==> config.mk <==
export PLATFORM = sky130hd
export DESIGN_NAME = operand_fetch
export DESIGN_NICKNAME = d
export VERILOG_FILES = /design/src/rtl/operand_fetch.sv
export SDC_FILE = /design/constraint.sdc
export NUM_CORES = 1
export LEC_CHECK = 0
export BUFFER_PORTS_ARGS = -buffer_cell sky130_fd_sc_hd__buf_2
export CAP_MARGIN = 20
export CORE_MARGIN = 1
export CORE_UTILIZATION = 45
export CTS_BUF_LIST = sky130_fd_sc_hd__clkbuf_8
export DETAILED_ROUTE_END_ITERATION = 10
export PLACE_DENSITY = 0.76
export SYNTH_ARGS = -nofsm -noshare
export SYNTH_HDL_FRONTEND = slang
export SYNTH_SLANG_ARGS = --single-unit
==> constraint.sdc <==
create_clock -name clk -period 4 [get_ports clk]
set_input_delay 0.6 -clock clk [delete_from_list [all_inputs] [get_ports clk]]
set_output_delay 0.6 -clock clk [all_outputs]
set_load 0.02 [all_outputs]
==> src/rtl/operand_fetch.sv <==
// Operand fetch stage: hazard scoreboard, writeback bypass capture, and operand skid latching.
// Optional macro OPFETCH_CHECK_EN adds err_o, a sticky register-file select-echo check.
module operand_fetch #(
  parameter int XLEN = 32
) (
  input  logic            clk,
  input  logic            rst_n,
  input  logic            in_valid_i,
  output logic            in_ready_o,
  input  logic [4:0]      in_rs1_i,
  input  logic [4:0]      in_rs2_i,
  input  logic [4:0]      in_rd_i,
  input  logic            in_rd_we_i,
  output logic [4:0]      sel_rs1_o,
  output logic [4:0]      sel_rs2_o,
  input  logic [XLEN-1:0] rf_rs1_i,
  input  logic [XLEN-1:0] rf_rs2_i,
  input  logic [4:0]      rf_sel_rs1_i,
  input  logic [4:0]      rf_sel_rs2_i,
  input  logic            wb_valid_i,
  input  logic [4:0]      wb_rd_i,
  input  logic [XLEN-1:0] wb_data_i,
  output logic            out_valid_o,
  input  logic            out_ready_i,
  output logic [XLEN-1:0] out_rs1_o,
  output logic [XLEN-1:0] out_rs2_o,
  output logic [4:0]      out_rd_o,
  output logic            out_rd_we_o,
  output logic [31:0]     pending_o
`ifdef OPFETCH_CHECK_EN
  ,
  output logic            err_o
`endif
);

  function automatic logic [XLEN-1:0] resolve_src(input logic [4:0] idx, input logic hit,
                                                  input logic [XLEN-1:0] byp, input logic [XLEN-1:0] rf);
    if (idx == 5'd0) begin
      resolve_src = {XLEN{1'b0}};
    end else if (hit) begin
      resolve_src = byp;
    end else begin
      resolve_src = rf;
    end
  endfunction

  logic            out_valid_q, out_valid_d;
  logic            first_q;
  logic [4:0]      rd_q, rs1_q, rs2_q;
  logic            rd_we_q;
  logic            hit1_q, hit2_q;
  logic [XLEN-1:0] byp1_q, byp2_q;
  logic [XLEN-1:0] op1_q, op2_q;
  logic [31:0]     pending_q, pending_d;
  logic [31:0]     pend_eff_s;
  logic            hazard_s;
  logic            in_ready_s;
  logic            accept_s;
  logic [XLEN-1:0] rs1_val_s, rs2_val_s;

  // Hazard detection against the scoreboard as it will look after this cycle's writeback.
  always_comb begin
    pend_eff_s = pending_q;
    if (wb_valid_i) begin
      pend_eff_s[wb_rd_i] = 1'b0;
    end else begin
      pend_eff_s = pending_q;
    end
    hazard_s = ((in_rs1_i != 5'd0) && pend_eff_s[in_rs1_i]) ||
               ((in_rs2_i != 5'd0) && pend_eff_s[in_rs2_i]) ||
               (in_rd_we_i && (in_rd_i != 5'd0) && pend_eff_s[in_rd_i]);
    in_ready_s = (!out_valid_q || out_ready_i) && !hazard_s;
    accept_s   = in_valid_i && in_ready_s;
  end

  // Next scoreboard and output-valid state; a same-cycle set beats the writeback clear.
  always_comb begin
    pending_d = pending_q;
    if (wb_valid_i) begin
      pending_d[wb_rd_i] = 1'b0;
    end else begin
      pending_d = pending_q;
    end
    if (accept_s && in_rd_we_i && (in_rd_i != 5'd0)) begin
      pending_d[in_rd_i] = 1'b1;
    end else begin
      pending_d[0] = 1'b0;
    end
    pending_d[0] = 1'b0;

    if (accept_s) begin
      out_valid_d = 1'b1;
    end else if (out_ready_i) begin
      out_valid_d = 1'b0;
    end else begin
      out_valid_d = out_valid_q;
    end
  end

  // Operand values in the first valid cycle come straight from the register file or the bypass.
  always_comb begin
    rs1_val_s = resolve_src(rs1_q, hit1_q, byp1_q, rf_rs1_i);
    rs2_val_s = resolve_src(rs2_q, hit2_q, byp2_q, rf_rs2_i);
  end

  // Pipeline, bypass capture and operand latch registers.
  always_ff @(posedge clk or negedge rst_n) begin
    if (!rst_n) begin
      out_valid_q <= 1'b0;
      first_q     <= 1'b0;
      rd_q        <= 5'd0;
      rd_we_q     <= 1'b0;
      rs1_q       <= 5'd0;
      rs2_q       <= 5'd0;
      hit1_q      <= 1'b0;
      hit2_q      <= 1'b0;
      byp1_q      <= {XLEN{1'b0}};
      byp2_q      <= {XLEN{1'b0}};
      op1_q       <= {XLEN{1'b0}};
      op2_q       <= {XLEN{1'b0}};
      pending_q   <= 32'd0;
    end else begin
      out_valid_q <= out_valid_d;
      first_q     <= accept_s;
      pending_q   <= pending_d;
      if (accept_s) begin
        rd_q    <= in_rd_i;
        rd_we_q <= in_rd_we_i;
        rs1_q   <= in_rs1_i;
        rs2_q   <= in_rs2_i;
        hit1_q  <= wb_valid_i && (wb_rd_i == in_rs1_i) && (in_rs1_i != 5'd0);
        hit2_q  <= wb_valid_i && (wb_rd_i == in_rs2_i) && (in_rs2_i != 5'd0);
        byp1_q  <= wb_data_i;
        byp2_q  <= wb_data_i;
      end
      // Freeze the register-file data once it has been seen, so later RF reads cannot disturb it.
      if (first_q) begin
        op1_q <= rs1_val_s;
        op2_q <= rs2_val_s;
      end
    end
  end

`ifdef OPFETCH_CHECK_EN
  logic err_q;

  // Sticky flag for a register-file echo that disagrees with the index we asked for.
  always_ff @(posedge clk or negedge rst_n) begin
    if (!rst_n) begin
      err_q <= 1'b0;
    end else if (first_q && ((rf_sel_rs1_i != rs1_q) || (rf_sel_rs2_i != rs2_q))) begin
      err_q <= 1'b1;
    end
  end

  assign err_o = err_q;
`else
  logic unused_sel_s;
  assign unused_sel_s = ^{rf_sel_rs1_i, rf_sel_rs2_i};
`endif

  assign in_ready_o  = in_ready_s;
  assign sel_rs1_o   = in_rs1_i;
  assign sel_rs2_o   = in_rs2_i;
  assign out_valid_o = out_valid_q;
  assign out_rs1_o   = first_q ? rs1_val_s : op1_q;
  assign out_rs2_o   = first_q ? rs2_val_s : op2_q;
  assign out_rd_o    = rd_q;
  assign out_rd_we_o = rd_we_q;
  assign pending_o   = pending_q;

endmodule

==> results list <==
- Final standard cell utilization of the core: 56.33%
- Overall routing resource usage: 26.12%
- The synthesized netlist devotes 1.189% of its cell area to XOR and XNOR gates.
- Maximum buffer depth of the clock tree: 2
* Synthesized area per cell: 10.88 sq um
- Leaving out filler cells and counting taps, the final layout contains 1190.
- Share of total power in combinational logic: 35.3%
- Clock H-tree levels: 4
* Starting density of the core: 46.53%
- Placed Cells incl. Taps: 1156
- Once detail routing completed, the nets flagged for antenna violations numbered 0.
- Pwr Total: 5.102 mW
- For this run the aggregate overflow at the end of global routing stands at 0.
- Compared with the post-synthesis result, the final layout area differs by 21.06%.
- PD cells: 520.1 mW/mm^2
- Count leader, synth: sky130_fd_sc_hd__dfrtp_1
- Timing analysis after detailed placement gives a worst setup slack of 0.4558 ns.
- Synthesized area: 0.008104 sq mm
- Synthesis inferred 147 register bits.
* Fraction of layout cells with a size suffix above 1: 39.25%
- Clock slew at reported path FFs: 0.09 ns
* Cell chain of the critical path: buf_2 > nand4_1 > o21ai_0 > mux2i_1 > a221oi_1 > o311ai_1 > nor4_2 > buf_4 > buf_2
- Hold is met by 0.2389 ns.
- Post-Synth Adder-Cell Area: 0%
* Final WS setup: 0.4128 ns
* Reported leakage power: 4.625 nW
- Number of DRC markers in iteration 0: 529
* Main combinational cell family by area after synthesis: multiplexers
- In the final routed layout, each cell accounts on average for 20.50 um.
- The floorplan has 48 rows.
- 246 I/O pins were placed.
- The hold violation total from the final report was 0.
- Number of enable-type register cells in the synthesized netlist: 0
* Overall routed net length: 24.40 mm
- Setup Crit Path Kind: in2out
- Gate Count Post-Synth: 745
- In this run the biggest area consumer among cell types represents 45.39% of the synthesized area.
* DR vias: 7072
- Hold repair after CTS inserted 0 buffers.
- Slew at the pin with the worst max-slew slack: 1.091 ns
- On the critical path, the stage with the largest delay is an instance of sky130_fd_sc_hd__o21ai_0.
- In the final design database the tool counted 1082 nets.
- Maximum net fanout on the critical path: 16
* Placed wire-length estimate: 17.06 mm
* Class of the most critical hold timing path: in2async
- Proportion of synthesized flip-flops having asynchronous set or reset: 100.0%
- With fillers left out, the area of the finished cells amounts to 0.009811 sq mm.
* Headroom to the max-slew limit: 27.28%
- The share of the Yosys chip area taken by registers is 45.39%.
- Worst path most repeated cell: sky130_fd_sc_hd__buf_2
- STA puts the critical path data arrival time at 2.99 ns.
* Largest cells by area after synthesis: sky130_fd_sc_hd__dfrtp_1 45%, sky130_fd_sc_hd__mux2i_1 10%, sky130_fd_sc_hd__mux2_4 6.9%, sky130_fd_sc_hd__o22ai_1 5.2%, sky130_fd_sc_hd__mux2_2 3.8%
- Cell type with the highest aggregate area in the netlist: sky130_fd_sc_hd__dfrtp_1
* Number of design rule violations left after detail routing: 0
* Clk root buf: sky130_fd_sc_hd__clkbuf_8
- Largest net degree at the start of global routing: 104
- Yosys printed 0 warnings.
- The number of antenna violations at the first check in global routing is 0.
* TritonCTS clock tree: yes
- The pre-antenna-repair detailed-routing pass consisted of 5 iterations.
* Sw Pwr: 1.987 mW
- Setup tns final: 0 ns
- Vias in the first global route: 6891
* Clock latency at the later pin of the worst-skew pair: 0.46 ns
* Net count after synthesis: 877
- In this run the tool buffered the top-level ports with 234 buffer cells.
- After layout, the worst path uses 89.68% of the clock period.
- The clock arrives with 0.01377 ns of skew.
- Required @ worst endpoint: 3.40 ns
- The first global-routing pass estimated 37.09 mm of wire.
- After synthesis, the most frequently instantiated cells are 147 x sky130_fd_sc_hd__dfrtp_1, 81 x sky130_fd_sc_hd__mux2i_1, 77 x sky130_fd_sc_hd__inv_1.
- The placed instances occupy a cell area of 0.009417 sq mm.
* Die height: 136.2 um
* Die area: 0.01855 sq mm
* Sequential fraction of design power: 42.6%
- After clock tree synthesis, the setup repair step added 0 buffers.
* Final Critical Period: 3.587 ns
- Final estimated routing congestion in global placement: 0.9477
- Kind of capture point of the worst setup path: primary output
- Largest vdd supply drop: 302.1 uV
* Core Area: 0.01742 sq mm
- Derived from the worst setup path, the maximum achievable clock frequency is 278.8 MHz.
- Dividing the detail-routed via count by the number of cells gives 5.943.
- Of the total synthesized cell area, the portion taken by AND, OR, NAND and NOR gates is 7.828%.
* Compound-cell area share of the yosys netlist: 15.22%
* Sort of element at the start of the critical path: input port
- The number of pins with negative max-slew slack in the final report is 0.
* Switching share of total power: 38.95%
- Among all flip-flop cells after synthesis, the most frequent one is sky130_fd_sc_hd__dfrtp_1.
- The tree built by TritonCTS fans out to 147 sinks.
- Maxcap violations: 0
* Clock power share: 22.1%
- Grouping stages by cell kind, the critical path spends the most delay in compound AO/OA/AOI/OAI gates.
- After synthesis, the netlist uses 57 different library cells.
- After synthesis, the share of cell area in mux cells is 22.00%.
* Cts repair resizes: 0
- The number of buffers and inverters on the critical path is 3.
- Internal power: 3.115 mW
- For this run, the slowest stage of the critical path takes 0.59 ns.
- Setup violations remaining at the end of the flow were counted as 0.
- Inserted Clock Buffers: 17
- Outcome: complete, no violations
- Die Wd: 136.2 um
* RSZ-0062 raised after global routing: no
[state kept, by name, summed over array words and instances, names as in the netlist]
register	count
byp1_q	32
first_q	1
hit1_q	1
hit2_q	1
op1_q	32
op2_q	32
out_rd_o	5
out_rd_we_o	1
out_valid_o	1
pending_o	31
rs1_q	5
rs2_q	5
[kinds of logic (layout without fill, tap and decap cells)]
group | after synthesis | in the layout
AO/OA/AOI/OAI | 183 | 183
buffers and inverters | 151 | 369
multiplexers | 150 | 150
flip-flops | 147 | 147
AND/OR/NAND/NOR | 102 | 102
XOR/XNOR | 11 | 11
other | 1 | 3
[placed cells by master, fill, tap and decap left out, types with 4 or more instances in the layout]
master | Yosys | layout
sky130_fd_sc_hd__nand2b_1 | 6 | 6
sky130_fd_sc_hd__o211ai_1 | 9 | 9
sky130_fd_sc_hd__nand3_1 | 14 | 14
sky130_fd_sc_hd__xor2_1 | 6 | 6
sky130_fd_sc_hd__nor2_1 | 16 | 16
sky130_fd_sc_hd__o31ai_1 | 33 | 33
sky130_fd_sc_hd__o21ai_0 | 31 | 31
sky130_fd_sc_hd__o21ai_2 | 2 | 4
sky130_fd_sc_hd__clkbuf_8 | 0 | 18
sky130_fd_sc_hd__buf_4 | 15 | 24
sky130_fd_sc_hd__inv_6 | 0 | 5
sky130_fd_sc_hd__xnor2_1 | 5 | 5
sky130_fd_sc_hd__inv_1 | 77 | 77
sky130_fd_sc_hd__nand2_1 | 11 | 10
sky130_fd_sc_hd__mux2_4 | 37 | 37
sky130_fd_sc_hd__buf_2 | 11 | 233
sky130_fd_sc_hd__dfrtp_1 | 147 | 144
sky130_fd_sc_hd__o22ai_1 | 67 | 67
sky130_fd_sc_hd__mux4_2 | 5 | 5
sky130_fd_sc_hd__nand3b_1 | 5 | 5
sky130_fd_sc_hd__mux2i_1 | 81 | 81
sky130_fd_sc_hd__nand4_1 | 6 | 6
sky130_fd_sc_hd__nor3_1 | 15 | 15
sky130_fd_sc_hd__nor4_1 | 7 | 7
sky130_fd_sc_hd__mux2_2 | 27 | 27
sky130_fd_sc_hd__o311ai_0 | 8 | 8
sky130_fd_sc_hd__o2111ai_1 | 7 | 7
[power groups by stage]
stage               clock network (mW)  registers, mW  logic, mW
floorplan                            0           2.17       1.15
detailed placement                   0           2.19       1.80
global route                      1.22           2.21       1.93
finish                            1.13           2.17       1.80
CTS                               1.15           2.17       1.80
global placement                     0           2.17       1.75
[final timing paths]
path                       slack, ns  cells after the start                   start                       to
max in group asynchronous       2.84                      2                   rst_n      op1_q[14]$_DFF_PN0_
hold / removal                  0.24                      1                   rst_n       op2_q[3]$_DFF_PN0_
setup / recovery                0.41                      9              wb_rd_i[3]               in_ready_o
setup reg to reg                1.16                     11  pending_o[7]$_DFF_PN0_  pending_o[24]$_DFF_PN0_
hold reg to reg                 0.50                      1    rs1_q[1]$_DFFE_PN0P_     rs1_q[1]$_DFFE_PN0P_
min in group clk                0.35                      2             out_ready_i  out_valid_o$_DFFE_PN0P_
[routing by layer]
| metal | up-vias | share of wire [%] | track usage, % |
|---|---|---|---|
| met5 | - | 0 | 0 |
| met4 | 0 | 3.1 | 11.91 |
| met3 | 85 | 9.4 | 6.749 |
| met2 | 416 | 47 | 42.22 |
| met1 | 3420 | 40 | 32.65 |
| li1 | 3151 | - | - |
[layout make-up]
cell class	instances	area, sq um
Timing Repair Buffer	260	1398
Clock inverter	14	141.4
Clock buffer	18	247.7
Multi-Input combinational cell	447	3766
Sequential cell	147	3682
Tap cell	225	281.5
Inverter	77	289.0
Antenna cell	2	5.005
Fill cell	1538	7606
Note: power is estimated with default switching activity, not from simulation.
